<file path="config.mk">
export PLATFORM = sky130hd
export DESIGN_NAME = cardinal_fetch_unit
export DESIGN_NICKNAME = d
export VERILOG_FILES = /design/src/rtl/cardinal_pkg.sv /design/src/rtl/cardinal_sync_fifo.sv /design/src/rtl/cardinal_fetch_unit.sv
export SDC_FILE = /design/constraint.sdc
export NUM_CORES = 1
export LEC_CHECK = 0
export ABC_AREA = 1
export CORE_MARGIN = 4
export CORE_UTILIZATION = 45
export CTS_BUF_LIST = sky130_fd_sc_hd__clkbuf_16
export CTS_CLUSTER_DIAMETER = 60
export CTS_CLUSTER_SIZE = 8
export DETAILED_ROUTE_END_ITERATION = 7
export GPL_ROUTABILITY_DRIVEN = 0
export HOLD_SLACK_MARGIN = 0.05
export PLACE_DENSITY = 0.67
export SLEW_MARGIN = 10
export SYNTH_ARGS = -nofsm -noshare
export SYNTH_HDL_FRONTEND = slang
export SYNTH_HIERARCHICAL = 1
export SYNTH_SLANG_ARGS = --single-unit
</file>
<file path="constraint.sdc">
create_clock -name Clock -period 10.48 [get_ports Clock]
set_clock_uncertainty 0.2 [all_clocks]
set_input_delay 2.096 -clock Clock [delete_from_list [all_inputs] [get_ports Clock]]
set_output_delay 2.096 -clock Clock [all_outputs]
set_load 0.01 [all_outputs]
</file>
<file path="src/rtl/cardinal_pkg.sv">
// Shared widths, NOP encoding and fetch-entry record for the cardinal front end.
// Pure declarations: no latency or backpressure of its own.
package cardinal_pkg;

   localparam int CARD_ADDR_W  = 8;
   localparam int CARD_INSTR_W = 32;

   // Opcode field is listed MSB-first as [0:5], so bit 0 of the word carries the leading 1.
   localparam logic [0:5] NOP_OPCODE = 6'b111100;

   typedef struct packed {
      logic [CARD_INSTR_W-1:0] instr;
      logic [CARD_ADDR_W-1:0]  pc;
   } fetch_entry_t;

   function automatic logic [CARD_INSTR_W-1:0] nop_instr();
      logic [CARD_INSTR_W-1:0] r;
      r = '0;
      for (int i = 0; i < 6; i++) begin
         r[i] = NOP_OPCODE[i];
      end
      return r;
   endfunction

endpackage

</file>
<file path="src/rtl/cardinal_sync_fifo.sv">
// Synchronous FIFO with clear; pop data is the registered head, visible with zero latency.
// Push when full is accepted only together with a pop; clear overrides push and pop.
module cardinal_sync_fifo #(
   parameter int WIDTH = 40,
   parameter int DEPTH = 4
) (
   input  logic                       Clock,
   input  logic                       Reset,
   input  logic                       clear,
   input  logic                       push,
   input  logic [WIDTH-1:0]           push_dat,
   input  logic                       pop,
   output logic [WIDTH-1:0]           pop_dat,
   output logic [$clog2(DEPTH):0]     count,
   output logic                       empty
);

   localparam int AW = $clog2(DEPTH);

   logic [WIDTH-1:0] mem_q [DEPTH];
   logic [AW:0]      wr_ptr_q;
   logic [AW:0]      rd_ptr_q;
   logic             full;
   logic             do_push;
   logic             do_pop;

   // Extra pointer MSB separates full (MSBs differ) from empty (pointers equal).
   assign count   = wr_ptr_q - rd_ptr_q;
   assign full    = (count == (AW+1)'(DEPTH));
   assign empty   = (count == '0);
   assign do_push = push && (!full || pop);
   assign do_pop  = pop && !empty;
   assign pop_dat = mem_q[rd_ptr_q[AW-1:0]];

   always_ff @(posedge Clock) begin
      if (Reset || clear) begin
         wr_ptr_q <= '0;
         rd_ptr_q <= '0;
      end else begin
         if (do_push) wr_ptr_q <= wr_ptr_q + (AW+1)'(1);
         if (do_pop)  rd_ptr_q <= rd_ptr_q + (AW+1)'(1);
      end
   end

   always_ff @(posedge Clock) begin
      if (!Reset && !clear && do_push) begin
         mem_q[wr_ptr_q[AW-1:0]] <= push_dat;
      end
   end

endmodule

</file>
<file path="src/rtl/cardinal_fetch_unit.sv">
// Prefetch front end: sequential fetch into a DEPTH-entry queue; issue-to-Out_Valid is 2 cycles.
// Issue is credit-limited by queue space; Redirect squashes everything and refetches at once.
module cardinal_fetch_unit
   import cardinal_pkg::*;
#(
   parameter int ADDR_W  = CARD_ADDR_W,
   parameter int INSTR_W = CARD_INSTR_W,
   parameter int DEPTH   = 4
) (
   input  logic                         Clock,
   input  logic                         Reset,
   output logic                         Imem_En,
   output logic [ADDR_W-1:0]            Instr_Addr,
   input  logic [INSTR_W-1:0]           Instruction,
   input  logic                         Redirect,
   input  logic [ADDR_W-1:0]            Redirect_Addr,
   output logic                         Out_Valid,
   input  logic                         Out_Ready,
   output logic [INSTR_W-1:0]           Out_Instr,
   output logic [ADDR_W-1:0]            Out_PC,
   output logic [$clog2(DEPTH+1)-1:0]   Occupancy
);

   localparam int CW = $clog2(DEPTH+1);

   typedef struct packed {
      logic [INSTR_W-1:0] instr;
      logic [ADDR_W-1:0]  pc;
   } entry_t;

   logic [ADDR_W-1:0] pc_q;
   logic [ADDR_W-1:0] inflight_addr_q;
   logic              inflight_q;
   logic              push;
   logic              pop;
   logic              empty;
   logic [CW-1:0]     count;
   logic [CW:0]       credit;
   entry_t            push_dat;
   entry_t            head;

   assign Out_Valid = !empty && !Redirect && !Reset;
   assign pop       = Out_Valid && Out_Ready;
   assign push      = inflight_q && !Redirect;
   assign push_dat  = '{instr: Instruction, pc: inflight_addr_q};

   // Queued plus in-flight entries, less the one leaving now, must stay below DEPTH.
   assign credit     = {1'b0, count} + (CW+1)'(inflight_q) - (CW+1)'(pop);
   assign Imem_En    = !Reset && (Redirect || (credit < (CW+1)'(DEPTH)));
   assign Instr_Addr = Redirect ? Redirect_Addr : pc_q;

   assign Out_Instr = empty ? '0 : head.instr;
   assign Out_PC    = empty ? '0 : head.pc;
   assign Occupancy = count;

   always_ff @(posedge Clock) begin
      if (Reset) begin
         pc_q            <= '0;
         inflight_q      <= 1'b0;
         inflight_addr_q <= '0;
      end else begin
         inflight_q <= Imem_En;
         if (Imem_En) inflight_addr_q <= Instr_Addr;
         if (Redirect)     pc_q <= Redirect_Addr + ADDR_W'(1);
         else if (Imem_En) pc_q <= pc_q + ADDR_W'(1);
      end
   end

   cardinal_sync_fifo #(
      .WIDTH (INSTR_W + ADDR_W),
      .DEPTH (DEPTH)
   ) u_fifo (
      .Clock    (Clock),
      .Reset    (Reset),
      .clear    (Redirect),
      .push     (push),
      .push_dat (push_dat),
      .pop      (pop),
      .pop_dat  (head),
      .count    (count),
      .empty    (empty)
   );

endmodule

</file>
==> impl_metrics.yaml, run 1 <==
outcome:
  status: "finished, final reports clean"
global_routing:
  antenna_found_initial: 0
  grt_pass1_vias: 5385
  grt_usage_pct: 17.4
  grt_max_degree: 82
  grt-ovfl-total: 0
  grt_pass1_wl_um: 27200
floorplan:
  core_area_mm2: 0.0172
  die_x_um: 141
  start_util_pct: 45.9
  io_pins: 97
  rows: 48
  dieArea_mm2: 0.0198
  dieHeight_um: 141
drt:
  drt_pre_antenna_iters: 4
  ant_nets: 0
  drc_errors: 0
  vias_per_cell: 5.15
  drtIter0Drc: 473
  vias: 5344
  post_drt_wl_per_cell_um: 16.2
  wirelength_um: 16800
critical_path:
  crit_type: "in -> out"
  cp_max_fo: 14
  critPathLaunchType: "input port"
  reg2reg_to: "inflight_addr_q[5]$_SDFFE_PP0P_"
  regToRegSetupSlack_ps: 6430
  rr_startpoint: "u_fifo/wr_ptr_q[0]$_SDFFE_PP0P_"
  reg2regPathDepth: 22
  critPathArrivalTime_ps: 5520
  required_ps: 8180
  cp-end-kind: "primary output"
cells_and_area:
  antenna_cells: 0
  area_delta_synth_final_pct: 22.1
  final_cell_area_mm2: 0.00965
  nets: 855
  drive_gt1_share_pct: 10.1
  utilization_pct: 56.0
worst_hold_path:
  hold_start: "inflight_addr_q[5]$_SDFFE_PP0P_"
  min_path_cells: 0
  holdPathEnd: "u_fifo/mem_q[3][5]$_DFFE_PP_"
  hold_path.class: "reg -> reg"
sta:
  drv_slew: 0
  worst_pin_slew_ps: 824
  max_freq_ghz: 0.128
  fin_tns_setup_ps: 0
  final-setup-viol-count: 0
  hold_violations: 0
  period_needed_ps: 7820
  timing.final.crit_share_pct: 74.6
  slew_headroom_pct: 45.0
  rsz0062_at_grt: "false"
place:
  dp_hpwl_um: 10000
  place_area_mm2: 0.00909
  port_buffers: 96
pwr:
  power_density_mw_per_mm2: 157
  power.leakage_nw: 3.66
  vdd_drop_max_mv: 0.114
clocking:
  cts_tree: "built"
  cts_sinks: 185
  cts_hold_buf: 0
  cts_resized: 0
  clk_pin_slew_ps: 60
  htreeDepth: 4
  numCtsBuffers: 17
  insertion_delay_ps: 420
  cts_buffer_depth: 2
  postCtsSetupRepairBufs: 0
  cts_root_buffer: "clkbuf_16"
synth:
  ys_warn_count: 6
  synth_seq_cells: 185
  synth_top_area_cell: "edfxtp_1"
  netlist_area_mm2: 0.00791
  synth.top_cell.area_share_pct: 60.8
  synth_area_leaders: "edfxtp_1 (61%), nor2_1 (6.4%), dfxtp_1 (6.3%)"
  syn_avg_cell_area_um2: 11.1
  synth_fp_nets: 766
  synthCells: 711
  yosysUniqueCellTypes: 32
  synth.yosys.seq_area_share_pct: 67.1
job:
  maxCapViolCount: 0
[stage by stage]
| stage | std cells | total power [mW] | setup slack (ps) | hold slack, ps |
|---|---|---|---|---|
| 6_report | 1037 | 1.52 | 2660 | 318 |
| 5_1_grt | 1037 | 1.57 | 2320 | 333 |
| 4_1_cts | 1037 | 1.53 | 2660 | 320 |
| 3_5_place_dp | 1006 | 0.930 | 2680 | 305 |
| 3_3_place_gp | 1006 | 0.928 | 2800 | 280 |
| 2_1_floorplan | 711 | 0.878 | 4170 | 261 |
[registers in the layout, indices dropped and copies added (netlist names), named ones only]
signal,count
u_fifo/mem_q,160
inflight_q,1
u_fifo/wr_ptr_q,3
inflight_addr_q,8
u_fifo/rd_ptr_q,3
pc_q,8
[routing by layer]
layer / GRT usage, % / routed length [um]
met2: 28.9 / 8320
met3: 4.27 / 1120
met1: 22.7 / 7200
met5: 0 / 0
met4: 5.15 / 188
[synthesized netlist by cell type]
cell type	count
inv_1	94
o22ai_1	40
nor2_4	1
o21a_2	1
buf_4	2
ha_1	10
or2_1	1
o21ai_1	9
nand3_1	5
a41oi_1	8
fa_1	1
nand3_2	5
inv_2	4
buf_6	1
o21ai_0	76
nor3_1	1
nand2_1	42
dfxtp_1	25
buf_2	6
o21ai_2	2
a21oi_1	13
nand2_4	9
o21a_1	7
xor2_1	4
nor2_2	3
nand4_1	2
edfxtp_1	160
nand2_2	18
buf_1	1
clkbuf_1	25
and2_1	1
nor2_1	134
[kinds of logic after synthesis]
family / count (synthesis) / synth area share (%)
adders and majority gates: 11 / 1.84
DFF: 185 / 67.1
xor gates and xnor gates: 4 / 0.443
and+or+nand+nor: 222 / 12.8
buffers and inverters: 133 / 6.60
AOI/OAI and AO/OA: 156 / 11.3
[area by class of cell]
type / instances / area (um^2)
Clock buffer: 17 / 425
Inverter: 98 / 368
Timing Repair Buffer: 105 / 1030
Sequential cell: 185 / 5310
Clock inverter: 14 / 131
Tap cell: 225 / 282
Multi-Input combinational cell: 393 / 2110
Fill cell: 1396 / 7590
[where the power goes]
group / internal (mW) / leakage (nW) / switching [mW]
Combinational: 0.0451 / 1.71 / 0.0536
Sequential: 0.810 / 1.67 / 0.00568
Clock: 0.348 / 0.285 / 0.255
Total: 1.20 / 3.66 / 0.315
[placed cells by master (no fill, tap or decap), types with 2 or more instances in the layout]
master           instances
nand2_1                 42
nand4_1                  2
nor2_1                 130
clkbuf_16               17
nand3_1                  5
clkdlybuf4s50_1         96
nand3_2                  5
inv_1                   97
inv_2                    4
ha_1                    10
o21ai_0                 76
edfxtp_1               160
bufinv_16                2
nor2_2                   3
clkinv_1                 3
nand2_2                 18
a41oi_1                  8
o22ai_1                 40
nand2_4                  9
a21oi_1                 13
nor2_4                   5
o21a_1                   7
buf_4                    9
o21ai_2                  2
xor2_1                   4
o21ai_1                  9
dfxtp_1                 24
inv_6                    4
[worst max path at each step]
stage | start | endpoint | slack [ps] | cells after the start
after floorplan | Redirect | Imem_En | 4170 | 13
after global placement | Redirect | Imem_En | 2800 | 14
after detailed placement | Redirect | Imem_En | 2680 | 14
after CTS | Redirect | Imem_En | 2660 | 14
after global routing | Redirect | Imem_En | 2320 | 14
final | Redirect | Imem_En | 2660 | 14
[worst max-delay path: stages]
cell and delay, ps:
clkdlybuf4s50_1 760, nor3_1 380, and2_1 340, ha_1 200, inv_1 40, ha_1 260, nand3_1 90, nand2_1 80
inv_1 100, nand2_4 100, nand3_2 210, nand2_2 120, inv_1 150, clkdlybuf4s50_1 600
Power figures use the tool's default switching activity.
==> inputs of run 2 (changes only) <==
--- a/config.mk
+++ b/config.mk
@@ -14,7 +14,7 @@
 export DETAILED_ROUTE_END_ITERATION = 7
 export GPL_ROUTABILITY_DRIVEN = 0
 export HOLD_SLACK_MARGIN = 0.05
-export PLACE_DENSITY = 0.67
+export PLACE_DENSITY = 0.69
 export SLEW_MARGIN = 10
 export SYNTH_ARGS = -nofsm -noshare
 export SYNTH_HDL_FRONTEND = slang
==> constraint.sdc (replaced) <==
create_clock -name Clock -period 6.4 [get_ports Clock]
set_clock_uncertainty 0.2 [all_clocks]
set_input_delay 1.28 -clock Clock [delete_from_list [all_inputs] [get_ports Clock]]
set_output_delay 1.28 -clock Clock [all_outputs]
set_load 0.01 [all_outputs]
==> impl_metrics.yaml, run 2 (same netlist as run 1, synthesis figures left out) <==
drt:
  vias: 5385
  post_drt_wl_per_cell_um: 15.8
  wirelength_um: 16500
  drtIter0Drc: 334
  vias_per_cell: 5.18
  drc_errors: 0
  drt_pre_antenna_iters: 5
  ant_nets: 0
global_routing:
  antenna_found_initial: 0
  grt_max_degree: 82
  grt-ovfl-total: 0
  grt_usage_pct: 17.1
  grt_pass1_vias: 5354
  grt_pass1_wl_um: 26600
outcome:
  status: "finished, final reports clean"
sta:
  fin_tns_setup_ps: 0
  timing.final.crit_share_pct: 93.2
  final-setup-viol-count: 0
  slew_headroom_pct: 37.6
  period_needed_ps: 5960
  fin_ws_ps: 435
  max_freq_ghz: 0.168
  drv_slew: 0
  hold_violations: 0
  worst_pin_slew_ps: 934
  holdWs_ps: 311
  rsz0062_at_grt: "false"
place:
  post-place-ws_ps: 680
  dp_hpwl_um: 10200
  dp_cells: 1008
  port_buffers: 96
  place_area_mm2: 0.00911
cells_and_area:
  fin_cells: 1040
  area_delta_synth_final_pct: 22.8
  final_cell_area_mm2: 0.00971
  antenna_cells: 0
  nets: 857
  final_cell_mix: "edfxtp_1 (160), nor2_1 (130), clkdlybuf4s50_1 (96)"
  layout_commonest_cell: "edfxtp_1"
  utilization_pct: 56.3
  drive_gt1_share_pct: 10.8
  largest_reg_flops: 160
critical_path:
  cp-end-kind: "primary output"
  critPathArrivalTime_ps: 4480
  critPathLaunchType: "register"
  reg2reg_to: "u_fifo/mem_q[0][23]$_DFFE_PP_"
  crit_start: "u_fifo/wr_ptr_q[0]$_SDFFE_PP0P_"
  rr_startpoint: "u_fifo/wr_ptr_q[0]$_SDFFE_PP0P_"
  regToRegSetupSlack_ps: 2150
  reg2regPathDepth: 18
  required_ps: 4920
  cp_max_fo: 12
  crit_type: "reg -> out"
worst_hold_path:
  hold_start: "u_fifo/rd_ptr_q[2]$_SDFFE_PP0P_"
  hold_path.class: "reg -> reg"
  min_path_cells: 2
  holdPathEnd: "u_fifo/rd_ptr_q[2]$_SDFFE_PP0P_"
pwr:
  power_density_mw_per_mm2: 262
  clockPowerShare_pct: 41.0
  p_switching_mw: 0.524
  combPwrFrac_pct: 6.4
  pwr-share-seq_pct: 52.6
  fin_total_pwr_mw: 2.54
  vdd_drop_max_mv: 0.197
  swShare_pct: 20.6
  internal-power_mw: 2.01
  power.leakage_nw: 3.68
floorplan:
  core_area_mm2: 0.0172
  io_pins: 97
  dieArea_mm2: 0.0198
  rows: 48
  dieHeight_um: 141
  start_util_pct: 45.9
  die_x_um: 141
clocking:
  clk_pin_slew_ps: 60
  cts_root_buffer: "clkbuf_16"
  cts_buffer_depth: 2
  numCtsBuffers: 17
  cts_tree: "built"
  postCtsSetupRepairBufs: 0
  insertion_delay_ps: 420
  cts_sinks: 185
  htreeDepth: 4
job:
  maxCapViolCount: 0
[run 2: power groups by stage]
stage	Combinational (mW)	Clock (mW)	Sequential [mW]
floorplan	0.0794	0	1.36
global placement	0.160	0	1.36
detailed placement	0.163	0	1.36
CTS	0.164	1.06	1.34
global route	0.180	1.11	1.34
finish	0.162	1.04	1.34
[run 2: cell type report]
cell class,count,area (um^2)
Clock buffer,17,425
Clock inverter,15,170
Fill cell,1373,7530
Sequential cell,185,5310
Multi-Input combinational cell,393,2110
Tap cell,225,282
Inverter,98,368
Timing Repair Buffer,107,1040
[run 2: repair_timing]
item                                    CTS  global route
resized for setup                         0             1
endpoints found under the setup margin    0             1
hold buffers                              0             0
[run 2: worst max-delay path, stage by stage (launching register included)]
cell	delay, ps
dfxtp_1	380
inv_1	110
ha_1	240
fa_1	410
inv_1	70
nand2_1	80
nand3_2	120
nand2_4	70
nand2_4	90
clkinv_1	90
nor3_1	210
and2_2	280
ha_1	170
inv_1	40
ha_1	260
nand3_1	90
nand2_1	90
inv_1	100
nand2_4	100
nand3_2	200
nand2_2	120
inv_1	170
clkdlybuf4s50_1	570
[run 2: worst max path at each step]
stage                                         to  depth (start not counted)  slack (ps)
global placement                         Imem_En                         14         810
floorplan           u_fifo/mem_q[0][0]$_DFFE_PP_                         18        1460
finish                                   Imem_En                         22         440
detailed placement                       Imem_En                         14         680
global route                             Imem_En                         22          70
CTS                                      Imem_En                         22         260
[run 2: routing by layer]
metal	share of wire, %	global-route usage, %	up-vias
met2	49	28.7	209
met1	42	22.1	2544
met4	1.6	6.07	0
met3	7.1	3.55	26
li1	-	-	2606
met5	0	0	-
==> inputs of run 3 (changes only) <==
--- a/config.mk
+++ b/config.mk
@@ -18,5 +18,5 @@
 export SLEW_MARGIN = 10
 export SYNTH_ARGS = -nofsm -noshare
 export SYNTH_HDL_FRONTEND = slang
-export SYNTH_HIERARCHICAL = 1
 export SYNTH_SLANG_ARGS = --single-unit
+export TNS_END_PERCENT = 1
==> impl_metrics.yaml, run 3 <==
synth:
  synth_edf_count: 160
  ys_async_sr_fraction_pct: 0
  synth_fp_nets: 761
  synth.top_cell.area_share_pct: 61.6
  synth_area_leaders: "edfxtp_1 (62%), nor2_1 (7.0%), dfxtp_1 (6.4%)"
  synthCells: 706
  ys.flop_type: "edfxtp_1"
  netlist_area_mm2: 0.00780
  ys_warn_count: 0
  synth.yosys.seq_area_share_pct: 68.0
  synth_commonest_cells: "edfxtp_1 (160), nor2_1 (146), nand2_1 (115), inv_1 (77), o21ai_0 (44)"
  synth_seq_cells: 185
  syn_avg_cell_area_um2: 11.0
  yosysUniqueCellTypes: 27
  synth_top_area_cell: "edfxtp_1"
  synth_most_common_cell: "edfxtp_1"
global_routing:
  grt-ovfl-total: 0
  grt_pass1_vias: 5255
  antenna_found_initial: 0
  grt_pass1_wl_um: 26000
  grt_usage_pct: 16.7
  grt_max_degree: 81
sta:
  drv_slew: 0
  fin_tns_setup_ps: 0
  final-setup-viol-count: 0
  slew_headroom_pct: 30.4
  fin_ws_ps: 411
  timing.final.crit_share_pct: 93.6
  holdWs_ps: 273
  hold_violations: 0
  rsz0062_at_grt: "false"
  max_freq_ghz: 0.167
  period_needed_ps: 5990
  worst_pin_slew_ps: 1040
critical_path:
  crit_type: "in -> out"
  crit_chain: "clkdlybuf4s50_1, nor2_1, nand2_1, inv_2, nand2_2, inv_2, ha_1, inv_1, ha_1, nand2_1, inv_1, nand2_1, nand2_1, nand3_1, nand3_4, nand2_4, nand2_1, inv_1, clkdlybuf4s50_1"
  cp_max_fo: 15
  path_buf_inv: 7
  critPathLaunchType: "input port"
  cp-end-kind: "primary output"
  crit_top_cell: "nand2_1"
  critPathTopFamily: "buffers and inverters"
  critPathArrivalTime_ps: 4510
  cpPeakStageDelay_ps: 600
  slowest_stage: "clkdlybuf4s50_1"
  required_ps: 4920
cells_and_area:
  final_cell_mix: "edfxtp_1 (160), nor2_1 (142), nand2_1 (115)"
  area_delta_synth_final_pct: 23.0
  utilization_pct: 57.2
  fin_cells: 1028
  fillers: 1365
  drive_gt1_share_pct: 7.67
  layout_commonest_cell: "edfxtp_1"
  antenna_cells: 0
  nets: 850
  final_cell_area_mm2: 0.00959
  largest_reg_flops: 160
drt:
  wirelength_um: 16000
  drtIter0Drc: 307
  vias_per_cell: 5.13
  ant_nets: 0
  drt_pre_antenna_iters: 5
  post_drt_wl_per_cell_um: 15.5
  drc_errors: 0
  vias: 5271
pwr:
  power_density_mw_per_mm2: 275
  power.leakage_nw: 3.76
  vdd_drop_max_mv: 0.193
  fin_total_pwr_mw: 2.64
job:
  maxCapViolCount: 0
clocking:
  postCtsSetupRepairBufs: 0
  cts_hold_buf: 0
  htreeDepth: 4
  clk_pin_slew_ps: 60
  cts_resized: 0
  cts_tree: "built"
  insertion_delay_ps: 420
  numCtsBuffers: 17
  cts_buffer_depth: 2
  cts_root_buffer: "clkbuf_16"
  cts_sinks: 185
outcome:
  status: "finished, final reports clean"
place:
  dp_cells: 996
  place_area_mm2: 0.00897
  dp_hpwl_um: 9870
  post-place-ws_ps: 430
  port_buffers: 96
floorplan:
  rows: 47
  dieArea_mm2: 0.0195
  start_util_pct: 46.5
  die_x_um: 140
  core_area_mm2: 0.0168
  io_pins: 97
  dieHeight_um: 140
worst_hold_path:
  hold_path.class: "reg -> reg"
## run 3: cell types whose count changed in the layout (fill, tap and decap cells not counted), sizes merged, moves of 2 or more
cell	change
o22ai	-40
nor2	+9
a41oi	-8
buf	-2
o21ai	-40
o32ai	+40
nand3b	+2
nand3	+7
inv	-18
o21a	-8
nand2	+52
## run 3: logic make-up after synthesis
kind of cell / count (synthesis) / synth area share, %
xor gates and xnor gates: 4 / 0.449
and+or+nand+nor: 289 / 14.9
buffers and inverters: 116 / 6.00
adders and majority gates: 11 / 1.86
DFF: 185 / 68.0
AOI/OAI and AO/OA: 101 / 8.78
## run 3: area by class of cell
class | instances | area [um^2] | area share (%)
timing repair buffer | 105 | 1030 | 10.7
multi-input combinational | 405 | 2050 | 21.4
clock buffer | 17 | 425 | 4.44
tap | 220 | 275 | 2.87
clock inverter | 15 | 195 | 2.04
inverter | 81 | 304 | 3.17
sequential | 185 | 5310 | 55.3
## run 3: tightest hold or removal path: stages, from the launching register on
cell     delay (ps)
dfxtp_1         330
nor2_1           50
nor2_1           60
## run 3: final timing paths
check	startpoint	endpoint	slack (ps)	depth (start not counted)
worst min register to register	pc_q[1]$_SDFFE_PP0P_	pc_q[1]$_SDFFE_PP0P_	270	2
worst min-delay path	pc_q[1]$_SDFFE_PP0P_	pc_q[1]$_SDFFE_PP0P_	270	2
worst max-delay path	Reset	Imem_En	410	19
worst max register to register	u_fifo.wr_ptr_q[0]$_SDFFE_PP0P_	u_fifo.mem_q[0][16]$_DFFE_PP_	2720	15
## run 3: report_power, final
part | switching, mW | leakage [nW] | internal (mW) | total [mW]
Sequential | 0.0137 | 1.66 | 1.34 | 1.35
Clock | 0.432 | 0.301 | 0.654 | 1.09
Combinational | 0.109 | 1.80 | 0.0890 | 0.198
Total | 0.555 | 3.76 | 2.08 | 2.64
## run 3: routing by layer
metal	global-route usage (%)	wire length, um	vias up
met4	4.84	216	0
met3	3.84	796	20
li1	-	-	2576
met2	29.0	7960	140
met5	0	0	-
met1	20.9	7010	2535
